[src/rtl/cpu_pkg.sv]
// Shared CPU definitions: pipeline sequencer states and architectural constants.
package cpu_pkg;
  typedef enum logic [1:0] {
    RUN      = 2'd0,
    LU_STALL = 2'd1,
    MEM_WAIT = 2'd2
  } hz_state_t;

  localparam logic [4:0] XZR_IDX = 5'd31;
endpackage

[src/rtl/hazard_stall_ctrl_if.sv]
// Hazard observations from ID/EX/MEM and the enable/flush/bubble controls back to the pipeline.
interface hazard_stall_ctrl_if #(
  parameter int REG_W = 5,
  parameter int CNT_W = 32
);
  logic [REG_W-1:0] id_rn;
  logic [REG_W-1:0] id_rm;
  logic             id_uses_rn;
  logic             id_uses_rm;
  logic [REG_W-1:0] ex_rd;
  logic             ex_memread;
  logic             id_br_taken;
  logic             mem_req;
  logic             mem_ready;

  logic             pc_en;
  logic             ifid_en;
  logic             ifid_flush;
  logic             idex_bubble;
  logic             exmem_en;
  logic             memwb_en;
  logic             memwb_bubble;
  logic [1:0]       state_o;
  logic [CNT_W-1:0] stall_count;
  logic [CNT_W-1:0] flush_count;
  logic             mem_timeout;

  modport master (
    output id_rn, id_rm, id_uses_rn, id_uses_rm, ex_rd, ex_memread,
           id_br_taken, mem_req, mem_ready,
    input  pc_en, ifid_en, ifid_flush, idex_bubble, exmem_en, memwb_en,
           memwb_bubble, state_o, stall_count, flush_count, mem_timeout
  );

  modport slave (
    input  id_rn, id_rm, id_uses_rn, id_uses_rm, ex_rd, ex_memread,
           id_br_taken, mem_req, mem_ready,
    output pc_en, ifid_en, ifid_flush, idex_bubble, exmem_en, memwb_en,
           memwb_bubble, state_o, stall_count, flush_count, mem_timeout
  );
endinterface

[src/rtl/sat_counter.sv]
// Up-counter that holds at all-ones; synchronous active-high clear.
module sat_counter #(
  parameter int WIDTH = 8
) (
  input  logic             clk,
  input  logic             reset,
  input  logic             inc,
  output logic [WIDTH-1:0] count
);
  always_ff @(posedge clk) begin
    if (reset)
      count <= '0;
    else if (inc && (count != '1))
      count <= count + WIDTH'(1);
  end
endmodule

[src/rtl/hazard_stall_ctrl.sv]
// Pipeline sequencer: load-use stall, ID branch flush and data-memory wait freeze,
// plus saturating stall/flush statistics and a sticky memory-timeout flag.
module hazard_stall_ctrl
  import cpu_pkg::*;
#(
  parameter int REG_W       = 5,
  parameter int CNT_W       = 32,
  parameter int MEM_TIMEOUT = 16
) (
  input  logic                clk,
  input  logic                reset,
  hazard_stall_ctrl_if.slave  hz
);
  localparam int              WAIT_W     = $clog2(MEM_TIMEOUT + 1);
  localparam logic [WAIT_W-1:0] TIMEOUT_M1 = WAIT_W'(MEM_TIMEOUT - 1);

  hz_state_t         state;
  hz_state_t         nextState;
  logic              memStall;
  logic              luHazard;
  logic              luArmed;
  logic              waitClr;
  logic [WAIT_W-1:0] waitCount;
  logic [CNT_W-1:0]  stallCount;
  logic [CNT_W-1:0]  flushCount;
  logic              memTimeout;

  always_comb begin
    memStall = hz.mem_req & ~hz.mem_ready;
    luHazard = hz.ex_memread && (hz.ex_rd != REG_W'(XZR_IDX)) &&
               ((hz.id_uses_rn && (hz.id_rn == hz.ex_rd)) ||
                (hz.id_uses_rm && (hz.id_rm == hz.ex_rd)));
    // The cycle after a load-use stall the load sits in MEM and forwarding covers it.
    luArmed  = luHazard && (state != LU_STALL);
  end

  always_comb begin
    hz.pc_en        = 1'b0;
    hz.ifid_en      = 1'b0;
    hz.ifid_flush   = 1'b0;
    hz.idex_bubble  = 1'b0;
    hz.exmem_en     = 1'b0;
    hz.memwb_en     = 1'b0;
    hz.memwb_bubble = 1'b0;
    if (!reset) begin
      if (memStall) begin
        hz.memwb_bubble = 1'b1;
      end else if (luArmed) begin
        hz.idex_bubble = 1'b1;
        hz.exmem_en    = 1'b1;
        hz.memwb_en    = 1'b1;
      end else begin
        hz.pc_en      = 1'b1;
        hz.ifid_en    = 1'b1;
        hz.exmem_en   = 1'b1;
        hz.memwb_en   = 1'b1;
        hz.ifid_flush = hz.id_br_taken;
      end
    end
  end

  always_comb begin
    nextState = RUN;
    if (memStall)
      nextState = MEM_WAIT;
    else if (luArmed)
      nextState = LU_STALL;
  end

  // Registered stage: FSM state and sticky timeout flag
  always_ff @(posedge clk) begin
    if (reset) begin
      state      <= RUN;
      memTimeout <= 1'b0;
    end else begin
      state <= nextState;
      if (memStall && (waitCount >= TIMEOUT_M1))
        memTimeout <= 1'b1;
    end
  end

  assign waitClr = reset | ~memStall;

  sat_counter #(.WIDTH(CNT_W)) uStallCnt (
    .clk(clk), .reset(reset), .inc(~hz.pc_en), .count(stallCount)
  );

  sat_counter #(.WIDTH(CNT_W)) uFlushCnt (
    .clk(clk), .reset(reset), .inc(hz.ifid_flush), .count(flushCount)
  );

  sat_counter #(.WIDTH(WAIT_W)) uWaitCnt (
    .clk(clk), .reset(waitClr), .inc(memStall), .count(waitCount)
  );

  assign hz.state_o     = state;
  assign hz.stall_count = stallCount;
  assign hz.flush_count = flushCount;
  assign hz.mem_timeout = memTimeout;
endmodule
[src/flat_wrapper.sv]
// flat-port wrapper written by rule: the top's interface ports become plain ports
module hazard_stall_ctrl_flat import cpu_pkg::*;
#(
  parameter int REG_W       = 5,
  parameter int CNT_W       = 32,
  parameter int MEM_TIMEOUT = 16
)
  (clk, reset, hz_id_rn, hz_id_rm, hz_id_uses_rn, hz_id_uses_rm, hz_ex_rd, hz_ex_memread, hz_id_br_taken, hz_mem_req, hz_mem_ready, hz_pc_en, hz_ifid_en, hz_ifid_flush, hz_idex_bubble, hz_exmem_en, hz_memwb_en, hz_memwb_bubble, hz_state_o, hz_stall_count, hz_flush_count, hz_mem_timeout);
  hazard_stall_ctrl_if #(.REG_W(REG_W), .CNT_W(CNT_W)) hz_i ();
  input  logic clk;
  input  logic reset;
  input wire logic [$bits(hz_i.id_rn)-1:0] hz_id_rn;
  input wire logic [$bits(hz_i.id_rm)-1:0] hz_id_rm;
  input wire logic [$bits(hz_i.id_uses_rn)-1:0] hz_id_uses_rn;
  input wire logic [$bits(hz_i.id_uses_rm)-1:0] hz_id_uses_rm;
  input wire logic [$bits(hz_i.ex_rd)-1:0] hz_ex_rd;
  input wire logic [$bits(hz_i.ex_memread)-1:0] hz_ex_memread;
  input wire logic [$bits(hz_i.id_br_taken)-1:0] hz_id_br_taken;
  input wire logic [$bits(hz_i.mem_req)-1:0] hz_mem_req;
  input wire logic [$bits(hz_i.mem_ready)-1:0] hz_mem_ready;
  output wire logic [$bits(hz_i.pc_en)-1:0] hz_pc_en;
  output wire logic [$bits(hz_i.ifid_en)-1:0] hz_ifid_en;
  output wire logic [$bits(hz_i.ifid_flush)-1:0] hz_ifid_flush;
  output wire logic [$bits(hz_i.idex_bubble)-1:0] hz_idex_bubble;
  output wire logic [$bits(hz_i.exmem_en)-1:0] hz_exmem_en;
  output wire logic [$bits(hz_i.memwb_en)-1:0] hz_memwb_en;
  output wire logic [$bits(hz_i.memwb_bubble)-1:0] hz_memwb_bubble;
  output wire logic [$bits(hz_i.state_o)-1:0] hz_state_o;
  output wire logic [$bits(hz_i.stall_count)-1:0] hz_stall_count;
  output wire logic [$bits(hz_i.flush_count)-1:0] hz_flush_count;
  output wire logic [$bits(hz_i.mem_timeout)-1:0] hz_mem_timeout;
  assign hz_i.id_rn = hz_id_rn;
  assign hz_i.id_rm = hz_id_rm;
  assign hz_i.id_uses_rn = hz_id_uses_rn;
  assign hz_i.id_uses_rm = hz_id_uses_rm;
  assign hz_i.ex_rd = hz_ex_rd;
  assign hz_i.ex_memread = hz_ex_memread;
  assign hz_i.id_br_taken = hz_id_br_taken;
  assign hz_i.mem_req = hz_mem_req;
  assign hz_i.mem_ready = hz_mem_ready;
  assign hz_pc_en = hz_i.pc_en;
  assign hz_ifid_en = hz_i.ifid_en;
  assign hz_ifid_flush = hz_i.ifid_flush;
  assign hz_idex_bubble = hz_i.idex_bubble;
  assign hz_exmem_en = hz_i.exmem_en;
  assign hz_memwb_en = hz_i.memwb_en;
  assign hz_memwb_bubble = hz_i.memwb_bubble;
  assign hz_state_o = hz_i.state_o;
  assign hz_stall_count = hz_i.stall_count;
  assign hz_flush_count = hz_i.flush_count;
  assign hz_mem_timeout = hz_i.mem_timeout;
  hazard_stall_ctrl #(.REG_W(REG_W), .CNT_W(CNT_W), .MEM_TIMEOUT(MEM_TIMEOUT)) u_core (.clk(clk), .reset(reset), .hz(hz_i));
endmodule
[config.mk]
export PLATFORM = sky130hd
export DESIGN_NAME = hazard_stall_ctrl_flat
export DESIGN_NICKNAME = d
export VERILOG_FILES = /design/src/rtl/cpu_pkg.sv /design/src/rtl/hazard_stall_ctrl_if.sv /design/src/rtl/sat_counter.sv /design/src/rtl/hazard_stall_ctrl.sv /design/src/flat_wrapper.sv
export SDC_FILE = /design/constraint.sdc
export NUM_CORES = 1
export LEC_CHECK = 0
export ABC_CLOCK_PERIOD_IN_PS = 3300
export CAP_MARGIN = 25
export CORE_UTILIZATION = 45
export CTS_CLUSTER_SIZE = 20
export DETAILED_ROUTE_END_ITERATION = 8
export GPL_ROUTABILITY_DRIVEN = 0
export PLACE_DENSITY = 0.79
export SLEW_MARGIN = 20
export SYNTH_ARGS = -nofsm -noshare
export SYNTH_HDL_FRONTEND = slang
export SYNTH_HIERARCHICAL = 1
export SYNTH_SLANG_ARGS = --single-unit
[constraint.sdc]
create_clock -name clk -period 3.3 [get_ports clk]
set_clock_uncertainty 0.15 [all_clocks]
set_input_delay 0.66 -clock clk [delete_from_list [all_inputs] [get_ports clk]]
set_output_delay 0.66 -clock clk [all_outputs]
set_load 0.01 [all_outputs]
==> summary.md, run 1 <==
| Metric | Value |
|---|---|
| Count of buffers from port buffering | `between 90 and 100` |
| Initial DRC Count | `~180` |
| Total grt overflow | `0` |
| Critical Setup Path Class | `in -> out` |
| Slew at the pin with the worst max-slew slack | `roughly 0.72 ns` |
| Number of maximum-capacitance violations | `0` |
| Area Overhead vs Synth | `36.93%` |
| Number of buffers created by CTS | `9` |
| Post-synthesis area per instance | `8.438 um^2` |
| Post-layout net count | `slightly above 600` |
| Number of hold-repair buffers added at the cts stage | `0` |
| Cell class contributing the biggest share of worst-path delay | `buffers and inverters` |
| Power density over cell area | `302.8 nW/um^2` |
| Non-filler cells in the finished layout | `around 690` |
| Die outline height | `~95 um` |
| DRC violations left | `0` |
| First drt pass iteration count | `5` |
| Post-synth EDFFs | `0` |
| Number of endpoints failing setup at the final stage | `0` |
| Clock latency reported for the late side of the worst-skew pair | `approximately 0.33 ns` |
| Minimum setup slack in the final design | `between 0.07 and 0.08 ns` |
| Synth top area share | `a little under two fifths` |
| Bufs on Longest Clock Path | `2` |
| Root cell of the clock tree | `sky130_fd_sc_hd__clkbuf_8` |
| Placeable core area | `8299 um^2` |
| Max Slew Vio Count | `0` |
| Top area cells in the synthesized netlist | `sky130_fd_sc_hd__dfxtp_1 (37%), sky130_fd_sc_hd__a21oi_1 (6.0%), sky130_fd_sc_hd__xnor2_1 (5.2%)` |
| Worst min-delay path class | `reg -> reg` |
| Global-route wire length before repair | `~17 mm` |
| Horizontal extent of the die | `approximately 95 um` |
| Unrepaired setup endpoints after global routing | `no` |
| Initial antenna violation count | `0` |
| Most instantiated flip-flop cell in the synthesis netlist | `sky130_fd_sc_hd__dfxtp_1` |
| Count of buffering cells on the critical path with inverters included | `3` |
| Post-DP HPWL | `7.548 mm` |
| Static leakage power | `~1.7 nW` |
| Sequential area share after synthesis | `between 30% and 40%` |
| Num ports | `97` |
| Required time reported for the critical path endpoint | `between 2 and 2.5 ns` |
| Pre-CTS setup slack | `-0.2670 ns` |
| Share of async-settable or async-resettable flops after synthesis | `0%` |
| Placed Cells incl. Taps | `674` |
| Dominant cell type by count on the critical path | `sky130_fd_sc_hd__clkdlybuf4s50_1` |
| Internal | `between 1 and 1.5 mW` |
| Overall power consumption | `around 1.6 mW` |
| Data arrival time of the worst path | `2.41 ns` |
| Fraction of power consumed by the clock network | `a little under two fifths` |
| Final hold vios | `0` |
| Flops & latches, synth | `72` |
| Clock-pin transition on the worst setup and hold timing paths | `roughly 0.070 ns` |
| Top cell type by total area after synthesis | `sky130_fd_sc_hd__dfxtp_1` |
| Setup bufs post-CTS | `0` |
| Number of clock sinks | `around 70` |
| Highest fanout seen on the critical path | `3` |
| Combinational Power Share | `under 10%` |
| Part of the cycle the worst path needs | `slightly below 100%` |
| Outcome | `finished clean` |
| Die Area | `9020 um^2` |
| Biggest cell delay along the critical path | `roughly 0.54 ns` |
| Ratio of routed vias to standard cells | `roughly 6` |
| Fillers | `740` |
| Worst IR drop on VDD | `about 0.00019 V` |
| Routed wire per std cell | `around 15 um` |
| Minimum period implied by the final worst setup slack | `roughly 3.2 ns` |
| Max H-tree Level | `3` |
| Worst-path cell with the longest stage delay | `sky130_fd_sc_hd__clkdlybuf4s50_1` |
| Syn Nets | `just under 500` |
| Number of antenna diodes | `0` |
| GR Util All Layers | `roughly a quarter` |
| Net switching fraction of the power | `23.53%` |
| Total number of yosys warnings | `6` |
| Fraction of final layout cells with drive strength greater than 1 | `12.52%` |
| Psw | `379.5 uW` |
| Rows | `33` |
| Chain of cells forming the critical path | `clkdlybuf4s50_1 > xnor2_1 > nand4_1 > buf_4 > o22ai_2 > a21oi_1 > clkdlybuf4s50_1` |
| Starting Density | `a little under half` |
| Leading cell type by number of instances after synthesis | `sky130_fd_sc_hd__dfxtp_1` |
| Power share of the sequential group | `a little over half` |
| Clock tree from TritonCTS | `built` |
| Relative slew slack | `51.88%` |
| Total standard cell area after synthesis | `roughly 3900 um^2` |
| Netlist cell types | `47` |
| Max frequency | `0.3103 GHz` |
| Type of element capturing the critical path | `output pin` |
| Instance count of the mapped netlist | `between 400 and 500` |
| Vias post-DR | `a little over 4,000` |
| Most numerous cell types in the synthesized netlist | `sky130_fd_sc_hd__dfxtp_1 (72), sky130_fd_sc_hd__a21oi_1 (47), sky130_fd_sc_hd__nor2_1 (34), sky130_fd_sc_hd__nand3_1 (27)` |
| Maximum number of pins on one net before global-route repair | `72` |
| Crit path launch type | `input pin` |
| Routed wire length | `about 10 mm` |
| Routed Antenna Nets | `0` |
| Vias in the first global route | `between 3,000 and 4,000` |
power by group through the flow:
stage | combinational, mW | clock [mW] | sequential [mW]
2_1_floorplan | 0.0602 | 0 | 0.904
3_3_place_gp | 0.128 | 0 | 0.902
3_5_place_dp | 0.131 | 0 | 0.902
4_1_cts | 0.132 | 0.611 | 0.882
5_1_grt | 0.142 | 0.643 | 0.883
6_report | 0.132 | 0.598 | 0.882
logic make-up after synthesis:
| group | after synthesis | synth area share (%) |
|---|---|---|
| simple gates | 211 | 31.94 |
| compound gates | 107 | 17.92 |
| flops | 72 | 37.05 |
| buf+inv | 32 | 3.474 |
| xor+xnor | 26 | 5.854 |
| mux | 9 | 2.477 |
| fa+ha+maj | 4 | 1.287 |
layout by cell type, fill, tap and decap left out, drive strengths merged, types with 4 or more instances in the layout:
cell | Yosys | layout
clkbuf | 16 | 13
and4 | 8 | 8
nand4 | 23 | 23
nand2 | 24 | 24
nor2b | 7 | 7
dfxtp | 72 | 72
or3 | 22 | 22
nor3b | 4 | 4
xnor2 | 23 | 23
and3 | 9 | 9
inv | 8 | 8
nor4 | 10 | 10
buf | 8 | 37
ha | 4 | 4
nor3 | 6 | 6
mux2 | 5 | 5
a21oi | 47 | 47
mux2i | 4 | 4
nand3 | 29 | 29
o21ai | 17 | 17
or4 | 24 | 24
o31ai | 24 | 24
nor2 | 34 | 34
a2111oi | 4 | 4
clkdlybuf4s50 | 0 | 92
timing repair:
item,in CTS,in global routing
setup endpoints to repair,3,10
pin swaps,0,3
hold endpoints to repair,0,0
gates resized for setup,2,3
sequential cells by signal, indices dropped and copies added, names as in the netlist:
signal and flops:
u_core/hz.state_o 2, u_core/hz.mem_timeout 1, u_core/uWaitCnt/count 5, u_core/uStallCnt/count 32
u_core/uFlushCnt/count 32
path summary, 6_finish.rpt:
path | start | slack [ns] | depth (start not counted) | end
hold reg to reg | u_core/hz.mem_timeout | 0.33 | 2 | u_core/hz.mem_timeout
setup reg to reg | u_core/hz.state_o[0] | 0.75 | 9 | u_core/uFlushCnt/count[29]
hold / removal | u_core/hz.mem_timeout | 0.33 | 2 | u_core/hz.mem_timeout
setup / recovery | hz_ex_rd[0] | 0.08 | 7 | hz_pc_en
per-layer routing:
layer / vias to the layer above / track usage, % / routed length, um
met3: 17 / 5.556 / 741
met2: 168 / 39.51 / 5098
li1: 1984 / - / -
met5: - / 0 / 0
met1: 1945 / 29.16 / 4474
met4: 0 / 7.576 / 142
worst min-delay path: stages, from the launching register on:
cell and delay, ns:
sky130_fd_sc_hd__dfxtp_1 0.33, sky130_fd_sc_hd__a21oi_1 0.04, sky130_fd_sc_hd__nor2_1 0.07
layout make-up:
class	count	area [um^2]	area share [%]
Timing Repair Buffer	132	1230	23.09
Sequential cell	72	1441	27.06
Inverter	8	30.03	0.5638
Multi-Input combinational cell	357	2340	43.93
Clock buffer	13	148.9	2.795
Tap cell	105	131.4	2.467
Clock inverter	1	5.005	0.09396
metrics by stage:
step / util (%) / cell area [um^2] / hold WS [ns] / setup TNS [ns]
6_report: 64.18 / 5326 / 0.3341 / 0
5_1_grt: 64.18 / 5326 / 0.3805 / 0
4_1_cts: 64.07 / 5318 / 0.3377 / 0
3_5_place_dp: 62.16 / 5159 / 0.3171 / -3.225
3_3_place_gp: 62.16 / 5159 / 0.3014 / -1.297
2_1_floorplan: - / 3894 / 0.3416 / -0.04095
Power figures use the tool's default switching activity.
==> run 2, diff against run 1 <==
--- a/config.mk
+++ b/config.mk
@@ -5,7 +5,6 @@
 export SDC_FILE = /design/constraint.sdc
 export NUM_CORES = 1
 export LEC_CHECK = 0
-export ABC_CLOCK_PERIOD_IN_PS = 3300
 export CAP_MARGIN = 25
 export CORE_UTILIZATION = 45
 export CTS_CLUSTER_SIZE = 20
==> results of run 2 <==
The final DEF is identical to that of run 1; final timing and power are the same.
==> run 3, diff against run 2 <==
--- a/config.mk
+++ b/config.mk
@@ -10,6 +10,7 @@
 export CTS_CLUSTER_SIZE = 20
 export DETAILED_ROUTE_END_ITERATION = 8
 export GPL_ROUTABILITY_DRIVEN = 0
+export GPL_TIMING_DRIVEN = 0
 export PLACE_DENSITY = 0.79
 export SLEW_MARGIN = 20
 export SYNTH_ARGS = -nofsm -noshare
==> run 3 against run 2 <==
  * Flip-flop and latch count unchanged
  * Design area down 0.16%
  * First-iteration DRC count is 33% higher
  * Fmax rose by 1.2%
  * Critical endpoint unchanged
  * Clock power is 22% higher
  * Largest cell class unchanged
  * Utilization down 0.11 points
  * Clock-buffer cell count is 2 lower
  * Sequential share of layout area is essentially flat
  * Via count grew 1.2%
  * Critical path depth stayed put
  * Combinational power about the same
  * Wire length is 6.3% higher
==> summary.md, run 3 (same netlist as run 1, synthesis figures left out) <==
| Metric | Value |
|---|---|
| Storage cell area | `1441 um^2 (unchanged)` |
| Starting Density | `46.87% (unchanged)` |
| Routed wire per std cell | `16.18 um (was 15.20 um)` |
| Leading registers by flop count | `u_core/uFlushCnt/count: 32 flops, u_core/uStallCnt/count: 32 flops, u_core/uWaitCnt/count: 5 flops (unchanged)` |
| Minimum period implied by the final worst setup slack | `3.183 ns (was 3.222 ns)` |
| Footprint of the multi-input gates | `2366 um^2 (was 2340 um^2)` |
| Max frequency | `0.3141 GHz (was 0.3103 GHz)` |
| Utilization after layout | `64.07% (was 64.18%)` |
| Critical Setup Path Class | `in -> out (unchanged)` |
| Clock tree from TritonCTS | `built (unchanged)` |
| Count of buffering cells on the critical path with inverters included | `3 (unchanged)` |
| Routed wire length | `11.12 mm (was 10.46 mm)` |
| Worst-path cell with the longest stage delay | `sky130_fd_sc_hd__clkdlybuf4s50_1 (unchanged)` |
| Die Area | `9020 um^2 (unchanged)` |
| Most used cells in the layout excluding fill and tap cells | `sky130_fd_sc_hd__clkdlybuf4s50_1 (88), sky130_fd_sc_hd__dfxtp_1 (72), sky130_fd_sc_hd__a21oi_1 (45) (was sky130_fd_sc_hd__clkdlybuf4s50_1 (92), sky130_fd_sc_hd__dfxtp_1 (72), sky130_fd_sc_hd__a21oi_1 (46))` |
| Final hold vios | `0 (unchanged)` |
| Number of buffers created by CTS | `9 (unchanged)` |
| Fraction of final layout cells with drive strength greater than 1 | `9.966% (was 12.52%)` |
| DRC violations left | `0 (unchanged)` |
| GR Util All Layers | `25.35% (was 23.38%)` |
| Worst min-delay path class | `reg -> reg (unchanged)` |
| Total grt overflow | `0 (unchanged)` |
| Type of element capturing the critical path | `output pin (unchanged)` |
| Placeable core area | `8299 um^2 (unchanged)` |
| Number of antenna diodes | `0 (unchanged)` |
| Chain of cells forming the critical path | `clkdlybuf4s50_1 > xnor2_1 > nand4_1 > o22ai_2 > a21oi_2 > buf_4 > clkdlybuf4s50_1 (was clkdlybuf4s50_1 > xnor2_1 > nand4_1 > buf_4 > o22ai_2 > a21oi_1 > clkdlybuf4s50_1)` |
| Vias in the first global route | `3,805 (was 3,640)` |
| Number of maximum-capacitance violations | `0 (unchanged)` |
| Horizontal extent of the die | `94.98 um (unchanged)` |
| Global-route wire length before repair | `18.01 mm (was 16.78 mm)` |
| Initial DRC Count | `245 (was 184)` |
| Fillers | `711 (was 740)` |
| Vias post-DR | `4,165 (was 4,114)` |
| Clock latency reported for the late side of the worst-skew pair | `0.36 ns (was 0.33 ns)` |
| Required time reported for the critical path endpoint | `2.49 ns (about the same)` |
| Die outline height | `94.98 um (unchanged)` |
| Data arrival time of the worst path | `2.37 ns (was 2.41 ns)` |
| First drt pass iteration count | `5 (unchanged)` |
| Number of clock sinks | `72 (unchanged)` |
| Dominant cell type by count on the critical path | `sky130_fd_sc_hd__clkdlybuf4s50_1 (unchanged)` |
| Max H-tree Level | `3 (unchanged)` |
| Post-layout net count | `604 (was 607)` |
| Count of buffers from port buffering | `96 (unchanged)` |
| Initial antenna violation count | `0 (unchanged)` |
| Placed Cells incl. Taps | `662 (was 674)` |
| Cell class contributing the biggest share of worst-path delay | `buffers and inverters (unchanged)` |
| Area Overhead vs Synth | `36.70% (was 36.93%)` |
| Bufs on Longest Clock Path | `2 (unchanged)` |
| Post-DP HPWL | `7.767 mm (was 7.548 mm)` |
| Root cell of the clock tree | `sky130_fd_sc_hd__clkbuf_8 (unchanged)` |
| Outcome | `finished clean (unchanged)` |
| Non-filler cells in the finished layout | `687 (was 688)` |
| Max Slew Vio Count | `0 (unchanged)` |
| Worst IR drop on VDD | `0.0002447 V (was 0.0001915 V)` |
| Power density over cell area | `328.5 nW/um^2 (was 302.8 nW/um^2)` |
| Crit path launch type | `input pin (unchanged)` |
| Biggest cell delay along the critical path | `0.49 ns (was 0.54 ns)` |
| Unrepaired setup endpoints after global routing | `no (unchanged)` |
| Commonest non-fill, non-tap cell in the layout | `sky130_fd_sc_hd__clkdlybuf4s50_1 (unchanged)` |
| Part of the cycle the worst path needs | `96.47% (was 97.65%)` |
| Num ports | `97 (unchanged)` |
| Relative slew slack | `57.30% (was 51.88%)` |
| Clock-pin transition on the worst setup and hold timing paths | `0.08 ns (was 0.07 ns)` |
| Static leakage power | `1.745 nW (was 1.724 nW)` |
| Slew at the pin with the worst max-slew slack | `0.6356 ns (was 0.7218 ns)` |
| Ratio of routed vias to standard cells | `6.063 (was 5.980)` |
| Routed Antenna Nets | `0 (unchanged)` |
| Maximum number of pins on one net before global-route repair | `13 (was 72)` |
| Rows | `33 (unchanged)` |
| Number of hold-repair buffers added at the cts stage | `0 (unchanged)` |
| Number of endpoints failing setup at the final stage | `0 (unchanged)` |
| Highest fanout seen on the critical path | `2 (was 3)` |
-- run 3: cell types whose count changed in the layout (fill, tap and decap cells not counted), sizes merged, moves of 2 or more --
cell / before / now
clkbuf: 13 / 27
clkinvlp: 0 / 2
dlymetal6s2s: 2 / 5
clkdlybuf4s50: 92 / 88
buf: 37 / 17
dlygate4sd2: 1 / 3
-- run 3: final timing paths --
kind                               from                         end  slack, ns  depth (start not counted)
max                         hz_id_rm[4]                    hz_pc_en       0.12                          7
min               u_core/hz.mem_timeout       u_core/hz.mem_timeout       0.36                          2
max reg2reg  u_core/uStallCnt/count[13]  u_core/uStallCnt/count[21]       0.54                          7
min reg2reg       u_core/hz.mem_timeout       u_core/hz.mem_timeout       0.36                          2
-- run 3: worst reg2reg max path, stage by stage, from the launching register on --
cell and delay, ns:
sky130_fd_sc_hd__dfxtp_1 0.42, sky130_fd_sc_hd__nand3_1 0.22, sky130_fd_sc_hd__or3_1 0.40, sky130_fd_sc_hd__clkbuf_1 0.24, sky130_fd_sc_hd__nor4_1 0.32, sky130_fd_sc_hd__clkbuf_1 0.41
sky130_fd_sc_hd__nor3b_1 0.14, sky130_fd_sc_hd__mux2_1 0.34
-- run 3: per-layer routing --
layer	track usage (%)	up-vias	routed length (um)	part of all wire [%]
li1	-	1984	-	-
met1	31.90	1991	4741	43
met2	43.35	169	5480	49
met3	4.670	21	712	6.4
met4	8.460	0	181	1.6
met5	0	-	0	0
-- run 3: final cells by class --
type	count	area share, %
Buffer	24	1.976
Sequential cell	72	27.11
Tap cell	105	2.471
Inverter	8	0.5647
Clock buffer	11	2.847
Multi-Input combinational cell	357	44.49
Clock inverter	5	1.035
Timing Repair Buffer	105	19.51
-- run 3: timing repair --
action / CTS / global route
resized for setup: 10 / 7
setup buffers: 5 / 4
setup endpoints to repair: 18 / 14
pin swaps: 5 / 6
endpoints found under the hold margin: 0 / 0
-- run 3: per-stage QoR --
step / power, mW / hold WS, ns / setup TNS (ns) / setup WS, ns / area (um^2)
final: 1.747 / 0.3574 / 0 / 0.1167 / 5318
after CTS: 1.752 / 0.3557 / 0 / 0.001831 / 5269
after floorplan: 0.9637 / 0.3416 / -0.04095 / -0.04095 / 3894
after global placement: 1.026 / 0.3024 / -13.64 / -0.9300 / 4986
after detailed placement: 1.030 / 0.3376 / -15.63 / -0.9576 / 4986
after global routing: 1.805 / 0.3818 / 0 / 0.004186 / 5318
-- run 3: where the power goes --
group / internal (mW) / switching [mW]
Sequential: 0.874 / 0.00767
Clock: 0.388 / 0.343
Combinational: 0.0704 / 0.0635
Total: 1.33 / 0.414
